**src/rtl/pmem_prefetch_arbiter.sv**
```systemverilog
// pmem_prefetch_arbiter
//
// Shares the single cacheline-adapter port among the I-cache, the D-cache and
// the hardware prefetcher. Demand traffic (I/D) is arbitrated round-robin. A
// prefetch is granted only after the port has sat idle, with no demand
// pending, for PF_IDLE_CYCLES consecutive cycles. A grant lasts for exactly one
// line transfer, which ends on pmem_resp.
//
// Ports:
//   clk, rst                     clock; synchronous active-low reset
//   i_pmem_read/_address/_resp   I-cache line read channel
//   d_pmem_read/_write/_address/_wdata/_resp
//                                D-cache line read / writeback channel
//   pf_read/_address/_resp       prefetcher line read channel
//   pmem_rdata_out               adapter read data, broadcast to all requesters
//   pmem_read/_write/_address/_wdata
//                                request to the cacheline adapter
//   pmem_resp, pmem_rdata        response from the cacheline adapter
module pmem_prefetch_arbiter #(
    parameter int unsigned ADDR_W         = 32,
    parameter int unsigned LINE_W         = 256,
    parameter int unsigned PF_IDLE_CYCLES = 4
) (
    input  logic              clk,
    input  logic              rst,

    input  logic              i_pmem_read,
    input  logic [ADDR_W-1:0] i_pmem_address,
    output logic              i_pmem_resp,

    input  logic              d_pmem_read,
    input  logic              d_pmem_write,
    input  logic [ADDR_W-1:0] d_pmem_address,
    input  logic [LINE_W-1:0] d_pmem_wdata,
    output logic              d_pmem_resp,

    input  logic              pf_read,
    input  logic [ADDR_W-1:0] pf_address,
    output logic              pf_resp,

    output logic [LINE_W-1:0] pmem_rdata_out,

    output logic              pmem_read,
    output logic              pmem_write,
    output logic [ADDR_W-1:0] pmem_address,
    output logic [LINE_W-1:0] pmem_wdata,
    input  logic              pmem_resp,
    input  logic [LINE_W-1:0] pmem_rdata
);

    localparam int unsigned CntW = (PF_IDLE_CYCLES == 0) ? 1 : $clog2(PF_IDLE_CYCLES + 1);
    localparam logic [CntW-1:0] CntMax = CntW'(PF_IDLE_CYCLES);

    typedef enum logic [1:0] {
        StIdle,
        StIBusy,
        StDBusy,
        StPBusy
    } state_e;

    state_e          state;
    logic            last_demand;  // 0 = I served last, 1 = D served last
    logic [CntW-1:0] idle_cnt;

    logic i_req;
    logic d_req;

    assign i_req = i_pmem_read;
    assign d_req = d_pmem_read | d_pmem_write;

    always_ff @(posedge clk) begin
        if (!rst) begin
            state       <= StIdle;
            last_demand <= 1'b1;
            idle_cnt    <= '0;
        end else begin
            unique case (state)
                StIdle: begin
                    // I wins when D is absent or when D was the last demand owner.
                    if (i_req && (!d_req || last_demand)) begin
                        state       <= StIBusy;
                        last_demand <= 1'b0;
                        idle_cnt    <= '0;
                    end else if (d_req) begin
                        state       <= StDBusy;
                        last_demand <= 1'b1;
                        idle_cnt    <= '0;
                    end else if (pf_read && (idle_cnt >= CntMax)) begin
                        state    <= StPBusy;
                        idle_cnt <= '0;
                    end else if (idle_cnt != CntMax) begin
                        idle_cnt <= idle_cnt + 1'b1;
                    end
                end
                StIBusy, StDBusy, StPBusy: begin
                    // A grant, prefetch included, is only released by the adapter.
                    if (pmem_resp) begin
                        state <= StIdle;
                    end
                    idle_cnt <= '0;
                end
                default: begin
                    state    <= StIdle;
                    idle_cnt <= '0;
                end
            endcase
        end
    end

    // Owner's channel is steered onto the adapter; everything is quiet in IDLE,
    // so a stray pmem_resp there reaches nobody.
    always_comb begin
        pmem_read    = 1'b0;
        pmem_write   = 1'b0;
        pmem_address = '0;
        pmem_wdata   = '0;
        i_pmem_resp  = 1'b0;
        d_pmem_resp  = 1'b0;
        pf_resp      = 1'b0;
        unique case (state)
            StIBusy: begin
                pmem_read    = i_pmem_read;
                pmem_address = i_pmem_address;
                i_pmem_resp  = pmem_resp;
            end
            StDBusy: begin
                pmem_read    = d_pmem_read;
                pmem_write   = d_pmem_write;
                pmem_address = d_pmem_address;
                pmem_wdata   = d_pmem_wdata;
                d_pmem_resp  = pmem_resp;
            end
            StPBusy: begin
                pmem_read    = pf_read;
                pmem_address = pf_address;
                pf_resp      = pmem_resp;
            end
            default: ;
        endcase
    end

    assign pmem_rdata_out = pmem_rdata;

endmodule

```
**config.mk**
```make
export PLATFORM = sky130hd
export DESIGN_NAME = pmem_prefetch_arbiter
export DESIGN_NICKNAME = d
export VERILOG_FILES = /design/src/rtl/pmem_prefetch_arbiter.sv
export SDC_FILE = /design/constraint.sdc
export NUM_CORES = 1
export LEC_CHECK = 0
export BUFFER_PORTS_ARGS = -buffer_cell sky130_fd_sc_hd__buf_2
export CORE_AREA = 2 2 458 460
export DETAILED_ROUTE_END_ITERATION = 8
export DIE_AREA = 0 0 460 462
export MAX_ROUTING_LAYER = met4
export PLACE_DENSITY = 0.3
export SLEW_MARGIN = 0
export SYNTH_ARGS = -nofsm -noshare
export SYNTH_HDL_FRONTEND = slang
export SYNTH_SLANG_ARGS = --single-unit
```
**constraint.sdc**
```tcl
create_clock -name clk -period 1.5 [get_ports clk]
set_clock_uncertainty 0.1 [all_clocks]
set_input_delay 0.075 -clock clk [delete_from_list [all_inputs] [get_ports clk]]
set_output_delay 0.075 -clock clk [all_outputs]
set_load 0.03 [all_outputs]
```
==> Implementation_results.wiki <==
{| class="wikitable"
! Metric !! Value
|-
| CP most frequent cell || sky130_fd_sc_hd__buf_12
|-
| Flip-flop and latch count after synthesis || 6
|-
| Post-route cell area || 13200 um^2
|-
| Number of buffers inserted by port buffering || 651
|-
| Run status || finished with violations
|-
| Largest area contributor in the synthesized netlist || sky130_fd_sc_hd__buf_4
|-
| Tmin final || 1.84 ns
|-
| Warnings, synthesis || 0
|-
| Largest stage delay on the critical path || 0.32 ns
|-
| Slew headroom || 79.7%
|-
| Clock transition at path regs || 0.03 ns
|-
| Share of total power in the clock network || 6.3%
|-
| Static power due to leakage || 5.10 nW
|-
| Post-DP Area || 12000 um^2
|-
| Arrival time reported for the critical path endpoint || 1.66 ns
|-
| Synthesized instance count || 661
|-
| Number of buffers created by CTS || 3
|-
| Library cell contributing the largest single delay on the critical path || sky130_fd_sc_hd__dfxtp_2
|-
| Final worst path period share || 123%
|-
| Cell variety after synth || 28
|-
| Setup repair after global routing missed its margin || yes
|-
| Measured slew at the worst slew-check pin || 0.305 ns
|-
| Number of pins with negative max-slew slack in the final report || 0
|-
| Number of global-route vias before repair || 6501
|-
| TritonCTS clock tree || built
|-
| Final-report setup violation count || 289
|-
| Iteration count of the initial detailed-routing pass || 4
|-
| Most common library cell in the layout ignoring fill and taps || sky130_fd_sc_hd__buf_2
|-
| Antenna violations before repair || 208
|-
| Initial Util || 2.28%
|-
| Depth of the CTS H-tree || 1
|-
| Yosys top cell area share || 40.5%
|-
| Part of the total power dissipated in combinational logic || 91.1%
|-
| Number of sinks on the clock net || 6
|-
| Net switching fraction of the power || 51.5%
|-
| Number of routed nets with antenna violations || 0
|-
| Longest Clk Path Bufs || 2
|-
| Total vias in the final route || 6971
|-
| Critical Path Start || state[0]
|-
| Area growth from synthesis to layout || 179%
|-
| First-pass GRT wire length || 135000 um
|-
| IO Pins || 1164
|-
| Vertical die dimension || 462 um
|-
| Net Sw Power || 3.58 mW
|-
| CP Capture Type || output port
|-
| Reg2Reg Launch Point || state[0]
|-
| Crit Path Category || reg2out
|-
| Family with the most delay on the worst path || buffers and inverters
|-
| Setup slack of the critical path after layout || -0.340 ns
|-
| Post-route insts no fill || 3788
|-
| Commonest cells after routing, fill and taps aside || sky130_fd_sc_hd__buf_2, sky130_fd_sc_hd__buf_12, sky130_fd_sc_hd__and2_1
|-
| Vias per cell || 1.84
|-
| Main area contributors after synthesis || sky130_fd_sc_hd__buf_4, sky130_fd_sc_hd__and2_1, sky130_fd_sc_hd__mux2_2
|-
| Final Hold Fails || 0
|-
| Post-route core utilization || 6.35%
|-
| Fill cell count || 24500
|-
| NumNets Final || 1664
|-
| Die Outline Area || 213000 um^2
|-
| Buffer cell driving the clock tree root || sky130_fd_sc_hd__clkbuf_16
|-
| R2r setup slk || 0.26 ns
|-
| Avg WL per Cell || 32.0 um
|-
| Number of standard-cell rows in the floorplan || 168
|-
| Share of cells above drive strength 1 || 80.3%
|-
| Power per standard cell area || 526 nW/um^2
|-
| Number of maximum-capacitance constraint violations || 0
|-
| Count of placed standard cells including taps || 3752
|-
| Buffer and inverter count on the worst path || 4
|-
| Highest ir drop seen on vdd || 197 uV
|-
| List of cells traversed by the critical path || and2b_4 -> buf_12 -> buf_12 -> buf_12 -> and2_4 -> buf_12
|-
| Number of nets in the synthesized netlist || 1278
|-
| Gr usage total || 11.1%
|-
| Sequential cell fraction of total power || 2.6%
|-
| Largest net degree at the start of global routing || 45
|-
| Area of the mapped netlist || 4740 um^2
|-
| Clock insertion delay at the later pin of the skew report || 0.23 ns
|-
| Final HPWL DP || 116000 um
|-
| Placer congestion estimate || 0.798
|-
| Max Fanout on Critical Path || 15
|-
| Synth Area per Inst || 7.18 um^2
|-
| Critical path depth || 6
|-
| Total wirelength of the detailed-routed design || 121000 um
|-
| Number of violations reported at the end of detailed-routing iteration 0 || 251
|-
| Gr ovfl total || 0
|-
| Type of the tightest min-delay check || in2out
|-
| Highest achievable clock rate || 544 MHz
|-
| FF-to-FF End || last_demand
|-
| Required time worst endpoint || 1.32 ns
|-
| Internal Power || 3.37 mW
|-
| Violations in the final reports || setup timing
|-
| Portion of the post-synthesis area used by sequential elements || 2.53%
|-
| Depth of the worst register-to-register path || 3
|-
| Total DRC errors in the routed layout || 0
|-
| Chip width || 460 um
|-
| Crit path launch type || register
|-
| Area inside the core boundary || 208000 um^2
|-
| Timing endpoint of the critical path || pmem_wdata[0]
|}
-- stage by stage --
stage	power [mW]	TNS, ns	hold WS, ns	setup slack (ns)
2_1_floorplan	3.60	0	0.0468	0.0901
3_3_place_gp	5.93	-27.63	0.0502	-0.328
3_5_place_dp	5.90	-29.80	0.0502	-0.332
4_1_cts	7.04	-91.60	0.0502	-0.398
5_1_grt	7.32	-92.39	0.0500	-0.396
6_report	6.95	-75.72	0.0500	-0.340
-- power by group through the flow --
stage / Clock, mW / Combinational [mW] / Sequential (mW)
floorplan: 0 / 3.42 / 0.182
global placement: 0 / 5.75 / 0.181
detailed placement: 0 / 5.72 / 0.181
CTS: 0.446 / 6.41 / 0.179
global route: 0.456 / 6.68 / 0.180
finish: 0.437 / 6.34 / 0.179
-- final cells by class --
| class | count | area (um^2) | area share (%) |
|---|---|---|---|
| clock buffer | 3 | 75.1 | 0.568 |
| timing repair buffer | 677 | 6750 | 51.0 |
| tap | 2720 | 3400 | 25.7 |
| multi-input combinational | 356 | 2810 | 21.2 |
| sequential | 6 | 121 | 0.918 |
| inverter | 3 | 11.3 | 0.0852 |
| antenna | 23 | 57.6 | 0.435 |
-- synth_stat cells, drive strengths merged --
master and instances:
nor3b 1, nor2b 2, mux2 33, nor2 5
a21oi 3, nand2 6, clkbuf 4, inv 3
and2b 1, xnor2 1, o31ai 1, or2 1
a22o 34, nand3 3, nor3 1, or4 1
a32o 1, o21ai 1, and2 258, buf 292
and3 1, ha 2, dfxtp 6
-- what timing repair did --
item,4_1_cts,5_1_grt
setup buffers,5,0
pin swaps,24,10
setup endpoints to repair,293,294
hold endpoints to repair,1,0
hold buffers,1,0
gates resized for setup,258,94
gates cloned,6,0
-- registers in the layout, indices dropped and copies added, names as in the netlist --
name	flops
idle_cnt	3
state	2
last_demand	1
-- layer usage --
layer	wire (um)	vias up	track usage (%)	part of all wire [%]
met5	0	-	-	0
met4	7500	0	4.07	6.2
li1	-	2606	-	-
met2	61600	826	20.3	51
met1	37800	2853	10.1	31
met3	14500	686	5.17	12
-- kinds of logic after synthesis --
group / share of synthesized area (%)
adder cells (fa/ha/maj): 0.527
flip-flops: 2.53
buffers and inverters: 45.1
AND/OR/NAND/NOR: 36.8
AO/OA/AOI/OAI: 7.07
XOR/XNOR: 0.185
multiplexers: 7.83
-- how the worst min path moves through the flow --
stage,startpoint,endpoint,cells past startpoint
finish,pmem_rdata[126],pmem_rdata_out[126],0
global route,pmem_rdata[250],pmem_rdata_out[250],0
CTS,pmem_rdata[232],pmem_rdata_out[232],0
detailed placement,pmem_rdata[232],pmem_rdata_out[232],0
global placement,pmem_rdata[232],pmem_rdata_out[232],0
floorplan,rst,last_demand,1
(Power assumes the default switching activity.)
